`config.mk`:
```
export PLATFORM = sky130hd
export DESIGN_NAME = mem_bus_arbiter_flat
export DESIGN_NICKNAME = d
export VERILOG_FILES = /design/src/rtl/mem_bus_arbiter_pkg.sv /design/src/rtl/mem_bus_arbiter_if.sv /design/src/rtl/mem_bus_arbiter_owner_table.sv /design/src/rtl/mem_bus_arbiter.sv /design/src/flat_wrapper.sv
export SDC_FILE = /design/constraint.sdc
export NUM_CORES = 1
export LEC_CHECK = 0
export CAP_MARGIN = 20
export CORE_AREA = 5 5 213 215
export DETAILED_ROUTE_END_ITERATION = 8
export DIE_AREA = 0 0 218 220
export MAX_ROUTING_LAYER = met4
export PLACE_DENSITY_LB_ADDON = 0.2
export SLEW_MARGIN = 0
export SYNTH_ARGS = -nofsm -noshare
export SYNTH_HDL_FRONTEND = slang
export SYNTH_SLANG_ARGS = --single-unit
```
`constraint.sdc`:
```
create_clock -name clock -period 5.3 [get_ports clock]
set_clock_uncertainty 0.2 [all_clocks]
set_input_delay 0.795 -clock clock [delete_from_list [all_inputs] [get_ports clock]]
set_output_delay 0.795 -clock clock [all_outputs]
set_load 0.01 [all_outputs]
```
`src/rtl/mem_bus_arbiter_pkg.sv`:
```
// Shared bus encodings, requester ids and the tag-owner entry used by the
// memory bus arbiter and its owner table.
package sys_defs;

  localparam int XLEN  = 64;
  localparam int TAG_W = 4;

  typedef enum logic [1:0] {
    BUS_NONE  = 2'h0,
    BUS_LOAD  = 2'h1,
    BUS_STORE = 2'h2
  } bus_command_e;

  typedef enum logic {
    REQ_ICACHE = 1'b0,
    REQ_DCACHE = 1'b1
  } req_id_e;

  typedef struct packed {
    logic    valid;
    req_id_e owner;
  } tag_entry_t;

endpackage

```
`src/rtl/mem_bus_arbiter_if.sv`:
```
// Cache-side and memory-side bus signals of the arbiter. The slave modport
// is the arbiter's view; master is the caches plus memory model driving it.
interface mem_bus_arbiter_if;
  import sys_defs::*;

  bus_command_e          icache_command;
  logic [XLEN-1:0]       icache_addr;
  bus_command_e          dcache_command;
  logic [XLEN-1:0]       dcache_addr;
  logic [63:0]           dcache_data;
  logic [TAG_W-1:0]      mem_response;
  logic [63:0]           mem_data;
  logic [TAG_W-1:0]      mem_tag;

  bus_command_e          proc2mem_command;
  logic [XLEN-1:0]       proc2mem_addr;
  logic [63:0]           proc2mem_data;
  logic [TAG_W-1:0]      icache_response;
  logic [TAG_W-1:0]      icache_tag;
  logic [63:0]           icache_mem_data;
  logic [TAG_W-1:0]      dcache_response;
  logic [TAG_W-1:0]      dcache_tag;
  logic [63:0]           dcache_mem_data;

  modport slave (
    input  icache_command, icache_addr, dcache_command, dcache_addr,
           dcache_data, mem_response, mem_data, mem_tag,
    output proc2mem_command, proc2mem_addr, proc2mem_data,
           icache_response, icache_tag, icache_mem_data,
           dcache_response, dcache_tag, dcache_mem_data
  );

  modport master (
    output icache_command, icache_addr, dcache_command, dcache_addr,
           dcache_data, mem_response, mem_data, mem_tag,
    input  proc2mem_command, proc2mem_addr, proc2mem_data,
           icache_response, icache_tag, icache_mem_data,
           dcache_response, dcache_tag, dcache_mem_data
  );

endinterface

```
`src/rtl/mem_bus_arbiter_owner_table.sv`:
```
// Records which requester owns each outstanding load tag. A write on the
// same tag as a clear wins, so a re-issued tag keeps the new owner.
module mem_tag_owner_table
  import sys_defs::*;
#(
  parameter int NUM_TAGS = 16,
  parameter int CNT_W    = $clog2(NUM_TAGS) + 1
) (
  input  logic             clock,
  input  logic             reset,
  input  logic             wr_en,
  input  logic [TAG_W-1:0] wr_tag,
  input  req_id_e          wr_owner,
  input  logic             clr_en,
  input  logic [TAG_W-1:0] clr_tag,
  input  logic [TAG_W-1:0] lookup_tag,
  output tag_entry_t       lookup_entry,
  output logic [CNT_W-1:0] count
);

  tag_entry_t       entries_q [NUM_TAGS];
  tag_entry_t       entries_d [NUM_TAGS];
  logic [CNT_W-1:0] count_d;

  assign lookup_entry = entries_q[lookup_tag];

  // NOTE: every always_comb output gets a default first (here the current
  // table) so no path leaves it unassigned and no latch is inferred.
  always_comb begin
    entries_d = entries_q;
    if (clr_en && clr_tag != '0) entries_d[clr_tag].valid = 1'b0;
    if (wr_en && wr_tag != '0)   entries_d[wr_tag] = '{valid: 1'b1, owner: wr_owner};
    count_d = '0;
    for (int i = 0; i < NUM_TAGS; i++)
      count_d = count_d + {{(CNT_W-1){1'b0}}, entries_d[i].valid};
  end

  // NOTE: this storage is reset, unlike a data RAM, because stale valid bits
  // would misroute returns that arrive after reset.
  always_ff @(posedge clock or negedge reset) begin
    if (!reset) begin
      for (int i = 0; i < NUM_TAGS; i++) entries_q[i] <= '{valid: 1'b0, owner: REQ_ICACHE};
      count <= '0;
    end else begin
      entries_q <= entries_d;
      count     <= count_d;
    end
  end

endmodule

```
`src/rtl/mem_bus_arbiter.sv`:
```
// Shares the memory bus between icache and dcache: combinational grant with
// starvation priority for icache, and tag-owner routing of returning data.
module mem_bus_arbiter
  import sys_defs::*;
#(
  parameter int NUM_TAGS     = 16,
  parameter int STARVE_LIMIT = 4
) (
  input  logic                clock,
  input  logic                reset,
  mem_bus_arbiter_if.slave    bus,
  output logic [4:0]          outstanding_cnt,
  output logic                orphan_tag
);

  localparam logic [2:0] STARVE_MAX = 3'(STARVE_LIMIT);

  logic       icache_req, dcache_req, grant_icache, icache_accepted;
  logic       load_accepted, ret_hit;
  logic [2:0] starve_q, starve_inc;
  logic       icache_prio_q;
  req_id_e    winner;
  tag_entry_t ret_entry;

  assign icache_req   = bus.icache_command != BUS_NONE;
  assign dcache_req   = bus.dcache_command != BUS_NONE;
  assign grant_icache = icache_req && (!dcache_req || icache_prio_q);

  always_comb begin
    bus.proc2mem_command = BUS_NONE;
    bus.proc2mem_addr    = '0;
    bus.proc2mem_data    = '0;
    bus.icache_response  = '0;
    bus.dcache_response  = '0;
    winner               = REQ_DCACHE;
    if (grant_icache) begin
      bus.proc2mem_command = bus.icache_command;
      bus.proc2mem_addr    = bus.icache_addr;
      bus.icache_response  = bus.mem_response;
      winner               = REQ_ICACHE;
    end else if (dcache_req) begin
      bus.proc2mem_command = bus.dcache_command;
      bus.proc2mem_addr    = bus.dcache_addr;
      bus.proc2mem_data    = bus.dcache_data;
      bus.dcache_response  = bus.mem_response;
    end
  end

  assign icache_accepted = grant_icache && bus.mem_response != '0;
  assign load_accepted   = bus.proc2mem_command == BUS_LOAD && bus.mem_response != '0;
  assign starve_inc      = (starve_q == STARVE_MAX) ? starve_q : starve_q + 3'd1;

  // Priority is raised together with the counter reaching the limit, so
  // icache wins on the very next contended cycle.
  // NOTE: state registers use non-blocking assignments so every flop samples
  // pre-edge values regardless of statement order.
  always_ff @(posedge clock or negedge reset) begin
    if (!reset) begin
      starve_q      <= '0;
      icache_prio_q <= 1'b0;
    end else if (!icache_req) begin
      starve_q <= '0;
    end else if (icache_accepted) begin
      starve_q      <= '0;
      icache_prio_q <= 1'b0;
    end else begin
      starve_q <= starve_inc;
      if (starve_inc == STARVE_MAX) icache_prio_q <= 1'b1;
    end
  end

  mem_tag_owner_table #(.NUM_TAGS(NUM_TAGS)) u_owner_table (
    .clock        (clock),
    .reset        (reset),
    .wr_en        (load_accepted),
    .wr_tag       (bus.mem_response),
    .wr_owner     (winner),
    .clr_en       (ret_hit),
    .clr_tag      (bus.mem_tag),
    .lookup_tag   (bus.mem_tag),
    .lookup_entry (ret_entry),
    .count        (outstanding_cnt)
  );

  assign ret_hit             = bus.mem_tag != '0 && ret_entry.valid;
  assign orphan_tag          = bus.mem_tag != '0 && !ret_entry.valid;
  assign bus.icache_tag      = (ret_hit && ret_entry.owner == REQ_ICACHE) ? bus.mem_tag : '0;
  assign bus.dcache_tag      = (ret_hit && ret_entry.owner == REQ_DCACHE) ? bus.mem_tag : '0;
  assign bus.icache_mem_data = bus.mem_data;
  assign bus.dcache_mem_data = bus.mem_data;

endmodule

```
`src/flat_wrapper.sv`:
```
// flat-port wrapper written by rule: the top's interface ports become plain ports
module mem_bus_arbiter_flat import sys_defs::*;
#(
  parameter int NUM_TAGS     = 16,
  parameter int STARVE_LIMIT = 4
)
  (clock, reset, outstanding_cnt, orphan_tag, bus_icache_command, bus_icache_addr, bus_dcache_command, bus_dcache_addr, bus_dcache_data, bus_mem_response, bus_mem_data, bus_mem_tag, bus_proc2mem_command, bus_proc2mem_addr, bus_proc2mem_data, bus_icache_response, bus_icache_tag, bus_icache_mem_data, bus_dcache_response, bus_dcache_tag, bus_dcache_mem_data);
  mem_bus_arbiter_if bus_i ();
  input  logic clock;
  input  logic reset;
  output logic [4:0] outstanding_cnt;
  output logic orphan_tag;
  input wire logic [$bits(bus_i.icache_command)-1:0] bus_icache_command;
  input wire logic [$bits(bus_i.icache_addr)-1:0] bus_icache_addr;
  input wire logic [$bits(bus_i.dcache_command)-1:0] bus_dcache_command;
  input wire logic [$bits(bus_i.dcache_addr)-1:0] bus_dcache_addr;
  input wire logic [$bits(bus_i.dcache_data)-1:0] bus_dcache_data;
  input wire logic [$bits(bus_i.mem_response)-1:0] bus_mem_response;
  input wire logic [$bits(bus_i.mem_data)-1:0] bus_mem_data;
  input wire logic [$bits(bus_i.mem_tag)-1:0] bus_mem_tag;
  output wire logic [$bits(bus_i.proc2mem_command)-1:0] bus_proc2mem_command;
  output wire logic [$bits(bus_i.proc2mem_addr)-1:0] bus_proc2mem_addr;
  output wire logic [$bits(bus_i.proc2mem_data)-1:0] bus_proc2mem_data;
  output wire logic [$bits(bus_i.icache_response)-1:0] bus_icache_response;
  output wire logic [$bits(bus_i.icache_tag)-1:0] bus_icache_tag;
  output wire logic [$bits(bus_i.icache_mem_data)-1:0] bus_icache_mem_data;
  output wire logic [$bits(bus_i.dcache_response)-1:0] bus_dcache_response;
  output wire logic [$bits(bus_i.dcache_tag)-1:0] bus_dcache_tag;
  output wire logic [$bits(bus_i.dcache_mem_data)-1:0] bus_dcache_mem_data;
  assign bus_i.icache_command = bus_icache_command;
  assign bus_i.icache_addr = bus_icache_addr;
  assign bus_i.dcache_command = bus_dcache_command;
  assign bus_i.dcache_addr = bus_dcache_addr;
  assign bus_i.dcache_data = bus_dcache_data;
  assign bus_i.mem_response = bus_mem_response;
  assign bus_i.mem_data = bus_mem_data;
  assign bus_i.mem_tag = bus_mem_tag;
  assign bus_proc2mem_command = bus_i.proc2mem_command;
  assign bus_proc2mem_addr = bus_i.proc2mem_addr;
  assign bus_proc2mem_data = bus_i.proc2mem_data;
  assign bus_icache_response = bus_i.icache_response;
  assign bus_icache_tag = bus_i.icache_tag;
  assign bus_icache_mem_data = bus_i.icache_mem_data;
  assign bus_dcache_response = bus_i.dcache_response;
  assign bus_dcache_tag = bus_i.dcache_tag;
  assign bus_dcache_mem_data = bus_i.dcache_mem_data;
  mem_bus_arbiter #(.NUM_TAGS(NUM_TAGS), .STARVE_LIMIT(STARVE_LIMIT)) u_core (.clock(clock), .reset(reset), .bus(bus_i), .outstanding_cnt(outstanding_cnt), .orphan_tag(orphan_tag));
endmodule
```
==> results.cfg <==
[synth]
yosys.area_share.simple_pct = 35.5
yosysWarnings = 0
yosysSeqAreaShare_pct = 20.8
yosys-mux-area-fraction_pct = 7.91
synth_area_leaders = dfrtp_1 (21%), buf_4 (20%), nand2_1 (12%), and3_1 (8.6%), nand3_1 (7.4%)
syn_avg_cell_area_um2 = 7.33
synth_edf_count = 0
synth_top_cell_by_area = dfrtp_1
synth_top_cell_area_share_pct = 20.8
synth_ff_type = dfrtp_1
synth-xor-area-share_pct = 0.532
synth_seq_cells = 41
synthAdderAreaFrac_pct = 5.83
synth_top_family_by_area = simple AND/OR/NAND/NOR gates
yosysUniqueCellTypes = 39
async_flop_share_pct = 100
synth_nets = 961
syn_inst = 674
syn_area_mm2 = 0.00494
synth-compound-area-share_pct = 4.21

[worst_setup_path]
end_kind = flip-flop
crit_path_start_kind = input port
worst-endpoint-arrival_ns = 5.06
cp_max_fo = 4
required_ns = 5.27
path_class = input port to flip-flop

[drt]
viasPerCell = 3.51
dr.first_iter.drc_count = 190
antenna_left = 0
met2_length_mm = 13.9
post-route-drc-count = 0
vias = 5346
routed_wl_mm = 29.2
post_drt_wl_per_cell_um = 19.2
wl_met1_mm = 12.5
first_pass_iters = 6
dr.max_layer_used = met4
met3_length_mm = 2.60

[clock_network]
cts.sinks = 41
post-cts-setup-buffers = 0
cts_root_buf = clkbuf_16
tritoncts = done
cts_hold_buf = 0
h-tree-depth = 2
numCtsBuffers = 5
clkTransAtPathRegs_ns = 0.06
clk_path_buf_depth = 2
clk_latency_ns = 0.28

[timing]
drv_slew = 0
max_slew_margin_pct = 55.3
tightest_slew_ns = 0.671
period_needed_ns = 5.10
finalWorstSetupSlack_ns = 0.202
report.final.hold_viol_count = 0
finalSetupViolCount = 0
max_freq_mhz = 196
rsz0062_at_grt = false
fin_crit_sh_pct = 96.2

[place]
portBuffers = 357
gp_congestion = 0.824
placed_area_mm2 = 0.00850
hpwlAfterDp_mm = 25.2
preCtsSetupSlack_ns = -0.457
dp.cells = 1497

[floorplanning]
dieArea_mm2 = 0.0480
die_h_um = 220
rows = 77
coreArea_mm2 = 0.0435
dieWidth_um = 218
ios = 550
start_util_pct = 11.3

[power_and_ir_drop]
total_power_mw = 2.81
vdd_drop_max_mv = 0.143
p_int_mw = 1.68
swShare_pct = 40.2
p_leak_nw = 3.81
p_switching_mw = 1.13
sequentialPowerShare_pct = 17.7
clkPwrFrac_pct = 12.6
power.density_mw_per_mm2 = 320
comb_power_share_pct = 69.7

[min_path]
hp-class = input port to asynchronous set/reset pin

[grt]
grtUsageTotal_pct = 11.6
grt_max_degree = 133
antenna_found_initial = 14
grt_pass1_vias = 5520
grt_overflow = 0
grt_pass1_wl_mm = 39.9

[layout]
num-fill-cells = 5011
design_area_mm2 = 0.00878
area_growth_pct = 77.9
drive_gt1_share_pct = 10.6
final_nets = 1201
finalNonFillerCells = 1521

[status]
outcome = complete, no violations

[run]
cap_viol_max_count = 0
## what timing repair did
item	4_1_cts	5_1_grt
gates resized for setup	3	8
endpoints found under the setup margin	2	3
pin swaps	1	5
gates cloned	1	0
## final cells by class
type | instances | area, um^2 | share of cell area (%)
antenna | 14 | 35.0 | 0.399
clock buffer | 7 | 143 | 1.62
clock inverter | 1 | 30.0 | 0.342
inverter | 19 | 71.3 | 0.812
multi-input combinational | 439 | 2730 | 31.1
sequential | 41 | 1030 | 11.7
tap | 592 | 741 | 8.43
timing repair buffer | 408 | 4000 | 45.6
## layer usage
layer	GRT usage (%)	vias up
met3	4.64	13
met2	18.6	254
met5	-	-
li1	-	2593
met4	1.24	0
met1	14.3	2486
## flip-flops by register name, indices dropped and copies added (netlist names)
| signal | count |
|---|---|
| u_core.u_owner_table.count | 5 |
| u_core.icache_prio_q | 1 |
| u_core.starve_q | 3 |
| u_core.u_owner_table.entries_q | 32 |
## worst max-delay path: stages
cell             delay, ns
clkdlybuf4s50_1       0.46
or2_2                 0.36
o21ai_0               0.40
and2_1                0.22
fa_1                  0.42
inv_1                 0.09
fa_1                  0.41
fa_1                  0.54
inv_1                 0.05
fa_1                  0.50
inv_1                 0.04
ha_2                  0.19
fa_2                  0.37
a21oi_1               0.15
nor2b_1               0.06
## cells in the mapped netlist, types with 2 or more instances
cell type	n
mux4_1	5
nand2_1	154
o21a_1	2
mux4_2	3
dfrtp_1	41
nand3b_1	2
buf_4	129
ha_1	7
mux2_2	17
a21oi_1	6
nand2b_1	6
inv_1	19
nor2_1	16
buf_2	9
nor2b_1	6
xnor2_1	2
a21oi_2	3
and3_1	68
and2_1	22
buf_1	3
or2_2	2
o21ai_0	15
nand4b_1	3
clkbuf_1	33
fa_1	10
nand4_1	5
a21o_1	2
nand3_1	73
## final timing paths
check	endpoint	slack, ns	cells after the start	start
max	u_core.u_owner_table.count[4]	0.20	15	bus_mem_tag[1]
min	u_core.u_owner_table.entries_q[5]	0.14	1	reset
max reg2reg	u_core.u_owner_table.count[4]	0.59	16	u_core.icache_prio_q
min reg2reg	u_core.u_owner_table.entries_q[30]	0.17	0	u_core.u_owner_table.entries_q[30]
max in group asynchronous	u_core.u_owner_table.entries_q[6]	4.33	2	reset
min in group clock	u_core.u_owner_table.entries_q[30]	0.17	0	u_core.u_owner_table.entries_q[30]
## kinds of logic (layout without fill, tap and decap cells)
logic type      Yosys count  in the layout
buf+inv                 195            435
other cells               0             14
xor+xnor                  3              3
compound gates           32             33
mux                      25             25
fa+ha+maj                17             17
simple gates            361            361
flops                    41             41
## layout by cell type (no fill, tap or decap), drive strengths merged, types with 15 or more instances in the layout
cell type / Yosys / routed
inv: 19 / 19
buf: 143 / 52
nand2: 155 / 155
nand3: 73 / 73
dfrtp: 41 / 41
and3: 68 / 68
and2: 22 / 22
nor2: 16 / 16
o21ai: 15 / 15
mux2: 17 / 17
clkdlybuf4s50: 0 / 355
## power groups by stage
stage	logic (mW)	registers, mW	clock network, mW
floorplan	1.07	0.483	0
global placement	2.00	0.504	0
detailed placement	2.00	0.501	0
CTS	2.01	0.500	0.368
global route	2.17	0.511	0.380
finish	1.96	0.499	0.354
## through the flow
| step | setup TNS [ns] | hold WS [ns] | utilization [%] |
|---|---|---|---|
| 2_1_floorplan | 0 | 0.222 | - |
| 3_3_place_gp | -1.27 | 0.165 | 19.5 |
| 3_5_place_dp | -1.42 | 0.161 | 19.5 |
| 4_1_cts | 0 | 0.175 | 20.0 |
| 5_1_grt | 0 | 0.140 | 20.2 |
| 6_report | 0 | 0.143 | 20.2 |
(Power assumes the default switching activity.)
